<file path="config.mk">
export PLATFORM = sky130hd
export DESIGN_NAME = vga_timing_gen
export DESIGN_NICKNAME = d
export VERILOG_FILES = /design/src/rtl/vga_timing_pkg.sv /design/src/rtl/vga_phase_counter.sv /design/src/rtl/vga_timing_gen.sv
export SDC_FILE = /design/constraint.sdc
export NUM_CORES = 1
export LEC_CHECK = 0
export CAP_MARGIN = 15
export CELL_PAD_IN_SITES_DETAIL_PLACEMENT = 1
export CELL_PAD_IN_SITES_GLOBAL_PLACEMENT = 2
export CORE_AREA = 2 2 78 80
export DETAILED_ROUTE_END_ITERATION = 16
export DIE_AREA = 0 0 80 82
export PLACE_DENSITY = 0.81
export SYNTH_ARGS = -nofsm -noshare
export SYNTH_HDL_FRONTEND = slang
export SYNTH_SLANG_ARGS = --single-unit
</file>
<file path="constraint.sdc">
create_clock -name vga_clk -period 1.75 [get_ports vga_clk]
set_clock_uncertainty 0.2 [all_clocks]
set_input_delay 0.35 -clock vga_clk [delete_from_list [all_inputs] [get_ports vga_clk]]
set_output_delay 0.35 -clock vga_clk [all_outputs]
set_load 0.03 [all_outputs]
</file>
<file path="src/rtl/vga_timing_pkg.sv">
// Shared 640x480@60 VGA timing constants and the per-axis phase encoding.
package vga_timing_pkg;

   localparam int H_ACTIVE = 640;
   localparam int H_FRONT  = 16;
   localparam int H_SYNC   = 96;
   localparam int H_BACK   = 48;
   localparam int H_TOTAL  = H_ACTIVE + H_FRONT + H_SYNC + H_BACK;

   localparam int V_ACTIVE = 480;
   localparam int V_FRONT  = 10;
   localparam int V_SYNC   = 2;
   localparam int V_BACK   = 33;
   localparam int V_TOTAL  = V_ACTIVE + V_FRONT + V_SYNC + V_BACK;

   typedef enum logic [1:0] {
      ACTIVE = 2'd0,
      FRONT  = 2'd1,
      SYNC   = 2'd2,
      BACK   = 2'd3
   } phase_t;

endpackage

</file>
<file path="src/rtl/vga_phase_counter.sv">
// One timing axis: wrapping position counter, phase FSM and registered active-low sync.
// The sync level is decoded from the next phase so it lines up with the count it belongs to.
module vga_phase_counter
   import vga_timing_pkg::*;
#(
   parameter int ACT = 640,
   parameter int FP  = 16,
   parameter int SW  = 96,
   parameter int BP  = 48
) (
   input  logic       clk,
   input  logic       rst,
   input  logic       en,
   output logic [9:0] count,
   output logic [1:0] phase_dbg,
   output logic       wrap,
   output logic       next_active,
   output logic       sync_n
);

   localparam logic [9:0] ACT_END = 10'(ACT - 1);
   localparam logic [9:0] FP_END  = 10'(ACT + FP - 1);
   localparam logic [9:0] SW_END  = 10'(ACT + FP + SW - 1);
   localparam logic [9:0] LAST    = 10'(ACT + FP + SW + BP - 1);

   logic [9:0] count_q, count_d;
   phase_t     phase_q, phase_d;
   logic       sync_n_q, sync_n_d;

   always_comb begin
      count_d = count_q;
      phase_d = phase_q;
      if (en) begin
         if (count_q == LAST) count_d = '0;
         else                 count_d = count_q + 10'd1;
         // Phase steps when the count sits on the last value of the current phase.
         case (phase_q)
            ACTIVE:  if (count_q == ACT_END) phase_d = FRONT;
            FRONT:   if (count_q == FP_END)  phase_d = SYNC;
            SYNC:    if (count_q == SW_END)  phase_d = BACK;
            BACK:    if (count_q == LAST)    phase_d = ACTIVE;
            default: phase_d = ACTIVE;
         endcase
      end
      sync_n_d = (phase_d != SYNC);
   end

   always_ff @(posedge clk or posedge rst) begin
      if (rst) begin
         count_q  <= '0;
         phase_q  <= ACTIVE;
         sync_n_q <= 1'b1;
      end else begin
         count_q  <= count_d;
         phase_q  <= phase_d;
         sync_n_q <= sync_n_d;
      end
   end

   assign count       = count_q;
   assign phase_dbg   = phase_q;
   assign wrap        = (count_q == LAST);
   assign next_active = (phase_d == ACTIVE);
   assign sync_n      = sync_n_q;

endmodule

</file>
<file path="src/rtl/vga_timing_gen.sv">
// 640x480 VGA timing generator with pix_en-qualified advance and registered sync/blank/pulses.
// Optional VGA_FRAME_COUNT_EN adds a 16-bit frame counter output.
module vga_timing_gen
   import vga_timing_pkg::*;
(
   input  logic        vga_clk,
   input  logic        reset,
   input  logic        pix_en,
   output logic [9:0]  DrawX,
   output logic [9:0]  DrawY,
   output logic        hs,
   output logic        vs,
   output logic        blank,
   output logic        frame_start,
   output logic        line_start,
`ifdef VGA_FRAME_COUNT_EN
   output logic [15:0] frame_count,
`endif
   output logic [1:0]  h_phase_dbg,
   output logic [1:0]  v_phase_dbg
);

   logic h_wrap, v_wrap, h_next_active, v_next_active, v_en;
   logic blank_q, blank_d;
   logic frame_start_q, frame_start_d;
   logic line_start_q, line_start_d;

   // The vertical axis only moves on the edge that wraps the horizontal one.
   assign v_en = pix_en & h_wrap;

   vga_phase_counter #(
      .ACT(H_ACTIVE), .FP(H_FRONT), .SW(H_SYNC), .BP(H_BACK)
   ) u_hcnt (
      .clk(vga_clk), .rst(reset), .en(pix_en),
      .count(DrawX), .phase_dbg(h_phase_dbg), .wrap(h_wrap),
      .next_active(h_next_active), .sync_n(hs)
   );

   vga_phase_counter #(
      .ACT(V_ACTIVE), .FP(V_FRONT), .SW(V_SYNC), .BP(V_BACK)
   ) u_vcnt (
      .clk(vga_clk), .rst(reset), .en(v_en),
      .count(DrawY), .phase_dbg(v_phase_dbg), .wrap(v_wrap),
      .next_active(v_next_active), .sync_n(vs)
   );

   always_comb begin
      blank_d       = pix_en ? (h_next_active & v_next_active) : blank_q;
      frame_start_d = pix_en & h_wrap & v_wrap;
      line_start_d  = pix_en & h_wrap;
   end

   always_ff @(posedge vga_clk or posedge reset) begin
      if (reset) begin
         blank_q       <= 1'b0;
         frame_start_q <= 1'b0;
         line_start_q  <= 1'b0;
      end else begin
         blank_q       <= blank_d;
         frame_start_q <= frame_start_d;
         line_start_q  <= line_start_d;
      end
   end

   assign blank       = blank_q;
   assign frame_start = frame_start_q;
   assign line_start  = line_start_q;

`ifdef VGA_FRAME_COUNT_EN
   logic [15:0] frame_count_q, frame_count_d;

   // Bumps on the same edge that raises frame_start; natural 16-bit rollover.
   always_comb begin
      frame_count_d = frame_count_q;
      if (frame_start_d) frame_count_d = frame_count_q + 16'd1;
   end

   always_ff @(posedge vga_clk or posedge reset) begin
      if (reset) frame_count_q <= '0;
      else       frame_count_q <= frame_count_d;
   end

   assign frame_count = frame_count_q;
`endif

endmodule

</file>
-- Yosys cells after proc, flatten, opt, wreduce, memory -nomap -nowiden
Cells that the tools add are included.
- flip-flop bits (word level): 29
- latch bits: 0
- RAM bits: 0
- memory bits (read-only): 0
- input port bits: 3
- output and inout bits: 29
- word-level logic and storage cells: 48
- memories: 0
- $add $sub $neg: 2
- multiply operators: 0
- divide/modulo/power cells: 0
- magnitude comparators: 0
- equality and inequality tests: 16
- shift operators: 0
- multiplexer cells: 14
- bitwise logic cells: 3
- reduce and logical (&&, ||, !) cells: 4
- operators by type and width (cell ; count):
    10-bit equality test, second input constant ; 5
    10-bit by 9-bit equality test with 1-bit output, second input constant ; 3
    10-bit by 1-bit adder with 10-bit output, second input constant ; 2
    10-bit two-way mux ; 2
    2-bit two-way mux ; 10
    2-bit case mux with 4 select lines ; 2
    2-bit equality test, second input constant ; 4
    2-bit zero test ; 4
    2-bit by 1-bit equality test with 1-bit output, second input constant ; 2
    2-bit inequality test, second input constant ; 2
    1-bit bitwise AND ; 3

-- Logic depth before layout (Yosys ltp)
- word-level depth: 6
- mapped depth: 9
- depth with buffers taken out: 7

-- Modules after synthesis
Synthesis repeated with hierarchy kept, for this count alone.
- cells, all modules: 160
- area total of the unflattened synthesis: 1600.3 um^2
- modules (own cells, without submodules) (module ; instances ; cells each ; area an instance (um^2) ; sequential area each (um^2)):
    vga_phase_counter (u_hcnt) ; 1 ; 76 ; 748.2 ; 326.6
    vga_phase_counter (u_vcnt) ; 1 ; 75 ; 745.7 ; 326.6
    vga_timing_gen ; 1 ; 9 ; 106.4 ; 75.1

-- Least setup slack after synthesis
OpenSTA, ideal clock, no wires.
- kind: register -> register
- start point: reg u_hcnt.count_q[0], in the netlist u_hcnt.count[0]
- end point: reg blank_q, in the netlist blank
- setup time: 0.136 ns
- arrival time: 1.702 ns
- data required time: 1.414 ns
- path slack: -0.289 ns
- cell stages (with the launch flop): 7
- path buffers: 0
- clock period less this slack: 2.039 ns
- cell sequence: dfrtp_1 -> ha_1 -> and4_1 -> nand4_1 -> o31a_1 -> a21oi_1 -> o41ai_2
- cells in the longest elaborated chain, start to end: 6
- elaborated cells on any way between the ends: 15
- classes of those cells: eq/ne (4); mux (7); bitwise (2); reduce/logical (2)
- RTL lines (element ; line ; source):
    start: declaration ; vga_phase_counter.sv:26 ; logic [9:0] count_q, count_d;
    start signal: assignment ; vga_phase_counter.sv:54 ; count_q <= count_d;
    10-bit equality test, on equally long branches ; n/a ;
    2-bit two-way mux, on equally long branches ; n/a ;
    2-bit case mux with 4 select lines ; vga_phase_counter.sv:37 ; case (phase_q)
    2-bit two-way mux ; vga_phase_counter.sv:33 ; if (en) begin
    2-bit zero test ; vga_phase_counter.sv:63 ; assign next_active = (phase_d == ACTIVE);
    1-bit bitwise AND * ; vga_timing_gen.sv:48 ; blank_d = pix_en ? (h_next_active & v_next_active) : blank_q;
    end signal: assignment ; vga_timing_gen.sv:59 ; blank_q <= blank_d;
    end: declaration ; vga_timing_gen.sv:24 ; logic blank_q, blank_d;
Mark *: on every way between the ends. The rest lies on a longest branch, timed or not.
A chain may end at the register's enable or synchronous reset.

-- Worst setup path in the final report
- start point: reg u_hcnt.count_q[6], in the netlist u_hcnt.count[6]
- end point: reg u_vcnt.count_q[4], in the netlist u_vcnt.count[4]
- cells in the longest elaborated chain, start to end: 2
- RTL lines (element ; line ; source):
    10-bit equality test ; vga_phase_counter.sv:62 ; assign wrap = (count_q == LAST);
    1-bit bitwise AND ; vga_timing_gen.sv:29 ; assign v_en = pix_en & h_wrap;
    end signal: assignment ; vga_phase_counter.sv:54 ;
    end: declaration ; vga_phase_counter.sv:26 ;
No other way between the ends.

==> flow_metrics.tcl <==
set metrics [dict create \
    cts_buffers 5 \
    core-area_mm2 0.00575 \
    cellLeakagePower_uw 0.00118 \
    hp-class "input pin to asynchronous set/reset pin" \
    tritoncts "yes" \
    path_buf_inv 1 \
    netlist_instances 155 \
    n_antenna_cell 0 \
    cp_cell_sequence "nor3b_4 -> buf_4 -> nand4_1 -> or2_4 -> or3_1 -> nand2_1" \
    drive_gt1_frac 0.523 \
    finalSetupViolations 11 \
    cts.path.max_buffers 2 \
    cpPeakStageDelay_ns 0.43 \
    cts_root_buffer "clkbuf_8" \
    rows 28 \
    fill_cells 666 \
    final_util 0.452 \
    max_cap_viol_count 0 \
    syn_nets 162 \
    vias_per_cell 4.59 \
    grt_pass1_wl_um 7530 \
    path_class "register to register" \
    die_w_um 80 \
    cp_top_family "simple AND/OR/NAND/NOR gates" \
    vias 1461 \
    drtIter0Drc 45 \
    fin_cells 318 \
    worst_slack_ns -0.161 \
    grt_max_degree 30 \
    synthFlopType "dfrtp_1" \
    ys_types 47 \
    insertion_delay_ns 0.28 \
    final_nets 249 \
    wl_met2_um 2410 \
    met1Wirelength_um 1950 \
    period_minus_slack_ns 1.91 \
    drc 0 \
    top_layer "met4" \
    start_kind "register" \
    area_growth_pct 67.5 \
    synth-edff-count 0 \
    syn_avg_cell_area_um2 9.99 \
    status "complete, but fails checks" \
    ir_worst_vdd_mv 0.647 \
    grt_antenna_before_repair 0 \
    crit_fanout 4 \
    dp_cells 301 \
    cp.required_ns 1.77 \
    ios 32 \
    hpwl_um 3360 \
    fmax_mhz 523 \
    synth_warnings 0 \
    grt_pass1_vias 1528 \
    gp_congestion 0.779 \
    r2r_slack_ns -0.16 \
    hold_viol_final 0 \
    io_buffers 31 \
    wl_met3_um 169 \
    rsz0062_at_grt "true" \
    dr.pass1.iters 4 \
    ys_ff_latch 29 \
    path_clk_slew_ns 0.06 \
    slowest_stage "dfrtp_2" \
    die_y_um 82 \
    worst_slew_pin_slew_ns 0.378 \
    drt_wl_total_um 4600 \
    worstPathArrival_ns 1.93 \
    postRouteAntennaNets 0 \
    endpoint_kind "register" \
    cts_max_level 2 \
    cts_hold_buf 0 \
    netlist_area_mm2 0.00155 \
    period_share 1.09 \
    maxSlewViolCount 0 \
    p_per_area_mw_per_mm2 802 \
    seq_area_frac_synth 0.470 \
    dieArea_mm2 0.00656 \
    multiInputGateArea_um2 906 \
    maxSlewHeadroom 0.746 \
    cts_sinks 29 \
    track_usage 0.154 \
    post_drt_wl_per_cell_um 14.5 \
    synth_async_sr_flop_share 1.00 \
    start_util 0.270 \
    grt-ovfl-total 0 \
    regArea_um2 743 \
    violations "negative setup slack" \
]
## per-stage QoR
step / setup WS [ns] / hold slack (ns) / total power [uW] / cell area [um2] / setup TNS (ns)
finish: -0.161 / 0.214 / 2080 / 2590 / -0.921
global route: -0.276 / 0.230 / 2220 / 2590 / -1.76
CTS: -0.181 / 0.223 / 2100 / 2490 / -0.844
detailed placement: -0.463 / 0.282 / 1560 / 2330 / -7.20
global placement: -0.416 / 0.287 / 1530 / 2330 / -6.57
floorplan: -0.202 / 0.226 / 1190 / 1620 / -1.20
## cell type report
class,instances,area share
Clock inverter,2,0.00386
Tap cell,75,0.0362
Multi-Input combinational cell,110,0.349
Timing Repair Buffer,86,0.281
Inverter,10,0.0154
Clock buffer,6,0.0280
Sequential cell,29,0.286
## synthesized netlist by cell type, types with 2 or more instances
cell type	n	area, um2
and3_1	4	25.0
o21ai_0	4	20.0
nand3_1	9	45.0
mux2_2	2	22.5
buf_2	4	20.0
ha_1	4	50.1
xor2_1	4	35.0
nand2_1	16	60.1
and2_1	3	18.8
nor2_1	14	52.6
dfrtp_1	27	676
inv_1	9	33.8
a21oi_1	4	20.0
xnor2_1	8	70.1
a31oi_1	3	18.8
or3_1	2	12.5
and4_1	3	26.3
dfstp_2	2	52.6
nand4_1	3	18.8
nor3_1	3	15.0
## placed cells by master, fill, tap and decap left out, types with 4 or more instances in the layout
cell              n
buf_4            51
xnor2_1           8
clkdlybuf4s15_2   6
clkbuf_2          4
nand2_1          15
buf_6             5
dfrtp_1          15
nand3_1           6
nor2_1            9
dlygate4sd2_1    14
clkbuf_8          5
dfrtp_2          12
inv_1             7
## cells by family (layout without fill, tap and decap cells)
group / Yosys count / after routing / share of synthesized area
XOR/XNOR: 12 / 12 / 0.0679
multiplexers: 2 / 2 / 0.0145
AND/OR/NAND/NOR: 70 / 70 / 0.264
AO/OA/AOI/OAI: 22 / 22 / 0.102
adder cells (fa/ha/maj): 4 / 4 / 0.0323
flip-flops: 29 / 29 / 0.470
buffers and inverters: 16 / 104 / 0.0493
## registers in the layout, summed over array words and instances, names as in the netlist
| signal | flops |
|---|---|
| u_hcnt.count | 10 |
| u_vcnt.count | 10 |
| u_hcnt.phase_dbg | 2 |
| u_vcnt.phase_dbg | 2 |
| blank | 1 |
| frame_start | 1 |
| line_start | 1 |
| u_hcnt.sync_n | 1 |
| u_vcnt.sync_n | 1 |
## tightest hold or removal path, stage by stage
cell and delay, ns:
clkdlybuf4s50_1 0.40, inv_1 0.10, buf_12 0.20
## timing repair
action                                  4_1_cts  5_1_grt
endpoints found under the setup margin       44       22
gates resized for setup                      58       27
pin swaps                                    11       15
buffers inserted                              3        6
## per-layer routing
layer	global-route usage	vias up
met5	0	-
met4	0.0508	0
met3	0.0396	7
met2	0.271	32
met1	0.182	710
li1	-	712
## worst paths after layout
kind	startpoint	endpoint	cells past startpoint
worst max-delay path	u_hcnt.count[6]	u_vcnt.count[4]	6
worst min-delay path	reset	line_start	3
worst max register to register	u_hcnt.count[6]	u_vcnt.count[4]	6
worst min register to register	blank	blank	2
max in group asynchronous	reset	u_hcnt.sync_n	3
min in group vga_clk	blank	blank	2
## report_power, final
group / total, uW / leakage (uW) / switching (uW) / internal (uW)
Combinational: 702 / 0.000783 / 363 / 340
Clock: 536 / 0.0000450 / 261 / 275
Sequential: 843 / 0.000357 / 91.1 / 752
Total: 2080 / 0.00118 / 715 / 1370
Power figures use the tool's default switching activity.
==> edit: new RTL, same flow settings <==
Register the input `pix_en` before use, cleared by the reset. The logic sees it one clock later. Comments in the files are not updated.
--- a/src/rtl/vga_timing_gen.sv
+++ b/src/rtl/vga_timing_gen.sv
@@ -20,18 +20,28 @@
    output logic [1:0]  v_phase_dbg
 );
 
+   logic pix_en_q;
+
+   always_ff @(posedge vga_clk or posedge reset) begin
+      if (reset) begin
+         pix_en_q <= '0;
+      end else begin
+         pix_en_q <= pix_en;
+      end
+   end
+
    logic h_wrap, v_wrap, h_next_active, v_next_active, v_en;
    logic blank_q, blank_d;
    logic frame_start_q, frame_start_d;
    logic line_start_q, line_start_d;
 
    // The vertical axis only moves on the edge that wraps the horizontal one.
-   assign v_en = pix_en & h_wrap;
+   assign v_en = pix_en_q & h_wrap;
 
    vga_phase_counter #(
       .ACT(H_ACTIVE), .FP(H_FRONT), .SW(H_SYNC), .BP(H_BACK)
    ) u_hcnt (
-      .clk(vga_clk), .rst(reset), .en(pix_en),
+      .clk(vga_clk), .rst(reset), .en(pix_en_q),
       .count(DrawX), .phase_dbg(h_phase_dbg), .wrap(h_wrap),
       .next_active(h_next_active), .sync_n(hs)
    );
@@ -45,9 +55,9 @@
    );
 
    always_comb begin
-      blank_d       = pix_en ? (h_next_active & v_next_active) : blank_q;
-      frame_start_d = pix_en & h_wrap & v_wrap;
-      line_start_d  = pix_en & h_wrap;
+      blank_d       = pix_en_q ? (h_next_active & v_next_active) : blank_q;
+      frame_start_d = pix_en_q & h_wrap & v_wrap;
+      line_start_d  = pix_en_q & h_wrap;
    end
 
    always_ff @(posedge vga_clk or posedge reset) begin
Function: changed (Yosys sat finds a counterexample within 4 cycles, from zero or initial values and one cycle with reset high).
==> edit against the unedited design <==
  * The flow still finishes with violations (negative setup slack)
  * Sequential power increased by 3.8%
  * Synthesized cell count increased by 0.65%
  * Power increased by 0.61%
  * Routed wire length increased by 4.0%
  * Final area decreased by 1.2%
  * Synthesized area increased by 1.6%
  * Setup slack improved by 73 ps
  * Sequential cell count increased by 1
  * Critical path type unchanged
==> edit: results (changes against the unedited design) <==
[critical_path]
slowest_delay_ps = 380  ; -50 ps
critical_path.top_delay_family = compound AO/OA/AOI/OAI gates
path_max_fanout = 3  ; -1
worstPathArrival_ps = 1790  ; -140 ps

[synth]
synth_nets = 163  ; +0.62%
syn_avg_cell_area_sq_um = 10.1  ; +0.96%
synth_commonest_cells = dfrtp_1 (28), nand2_1 (16), nor2_1 (14), inv_1 (9), nand3_1 (9)
synthXorXnorAreaFrac = 0.0668  ; -0.00108
synth-seq-area-share = 0.479  ; +0.00842
synthTopCellsByArea = dfrtp_1 (45%), xnor2_1 (4.5%), nand2_1 (3.8%)

[cells_and_area]
fin_cells = 314  ; -1.3%
final_nets = 245  ; -1.6%
drive_gt1_frac = 0.485  ; -0.0373
nFillCells = 660  ; -0.90%

[drt]
drt_iter0_drc = 71  ; +58%
num_vias = 1467  ; +0.41%

[timing]
setup_violations = 10  ; -1
whs_ps = 209  ; -4.55 ps
worst_slew_pin_slew_ps = 415  ; +37.8 ps
fin_ws_ps = -87.7  ; +73.5 ps

[status]
status = finished with violations
violations = negative setup slack

[pwr]
p_sw_frac = 0.342  ; -0.00157
ir_drop_mv = 0.513  ; -21%

[global_routing]
grt_pass1_wl_um = 8140  ; +8.2%
grt_max_degree = 31  ; +3.3%
grt_pass1_vias = 1610  ; +5.4%
track_usage = 0.165  ; +0.0111

[placed_design]
place.gp.congestion = 0.826  ; +6.1%
place.detailed.hpwl_um = 3500  ; +4.4%

-- edit: layer usage --
metal | up-vias | track usage | share of wire
met5 | - | 0 | 0
li1 | 706 | - | -
met2 | 33 | 0.292 | 0.52
met4 | 0 | 0.0644 | 0.019
met1 | 720 | 0.194 | 0.43
met3 | 8 | 0.0363 | 0.038
-- edit: worst min-delay path, stage by stage --
cell	delay [ps]
clkdlybuf4s50_1	400
inv_1	100
buf_12	200
-- edit: how the worst min path moves through the flow --
stage | start | end | depth (start not counted)
5_1_grt | reset | line_start | 3
2_1_floorplan | pix_en | pix_en_q | 0
6_report | reset | line_start | 3
4_1_cts | reset | u_hcnt.count[3] | 3
3_3_place_gp | u_vcnt.count[6] | u_vcnt.count[6] | 1
3_5_place_dp | blank | blank | 2
-- edit: power by group through the flow --
stage	logic, uW	clock network (uW)	registers [uW]
2_1_floorplan	199	0	1030
3_3_place_gp	679	0	877
3_5_place_dp	700	0	883
4_1_cts	670	571	875
5_1_grt	743	598	890
6_report	677	543	875
-- edit: layout make-up --
class | count | area [sq um] | share of cell area
Tap cell | 75 | 93.8 | 0.0366
Timing Repair Buffer | 81 | 674 | 0.263
Sequential cell | 30 | 767 | 0.299
Inverter | 10 | 40.0 | 0.0156
Clock buffer | 8 | 80.1 | 0.0312
Multi-Input combinational cell | 110 | 908 | 0.354
-- edit: timing repair --
item                                    CTS  global route
buffers inserted                          0             4
endpoints found under the setup margin   40            25
resized for setup                        53            30
pin swaps                                10            15
-- edit: stage by stage --
stage | utilization | power [uW] | setup TNS, ps | setup slack [ps]
3_5_place_dp | 0.408 | 1580 | -706 | -95.9
4_1_cts | 0.426 | 2120 | -517 | -91.7
3_3_place_gp | 0.408 | 1560 | -210 | -62.8
6_report | 0.446 | 2090 | -443 | -87.7
2_1_floorplan | - | 1220 | -1200 | -202
5_1_grt | 0.446 | 2230 | -1640 | -165
-- edit: cell families after synthesis --
group | after synthesis
adder cells (fa/ha/maj) | 4
AO/OA/AOI/OAI | 22
multiplexers | 2
buffers and inverters | 16
XOR/XNOR | 12
flip-flops | 30
AND/OR/NAND/NOR | 70
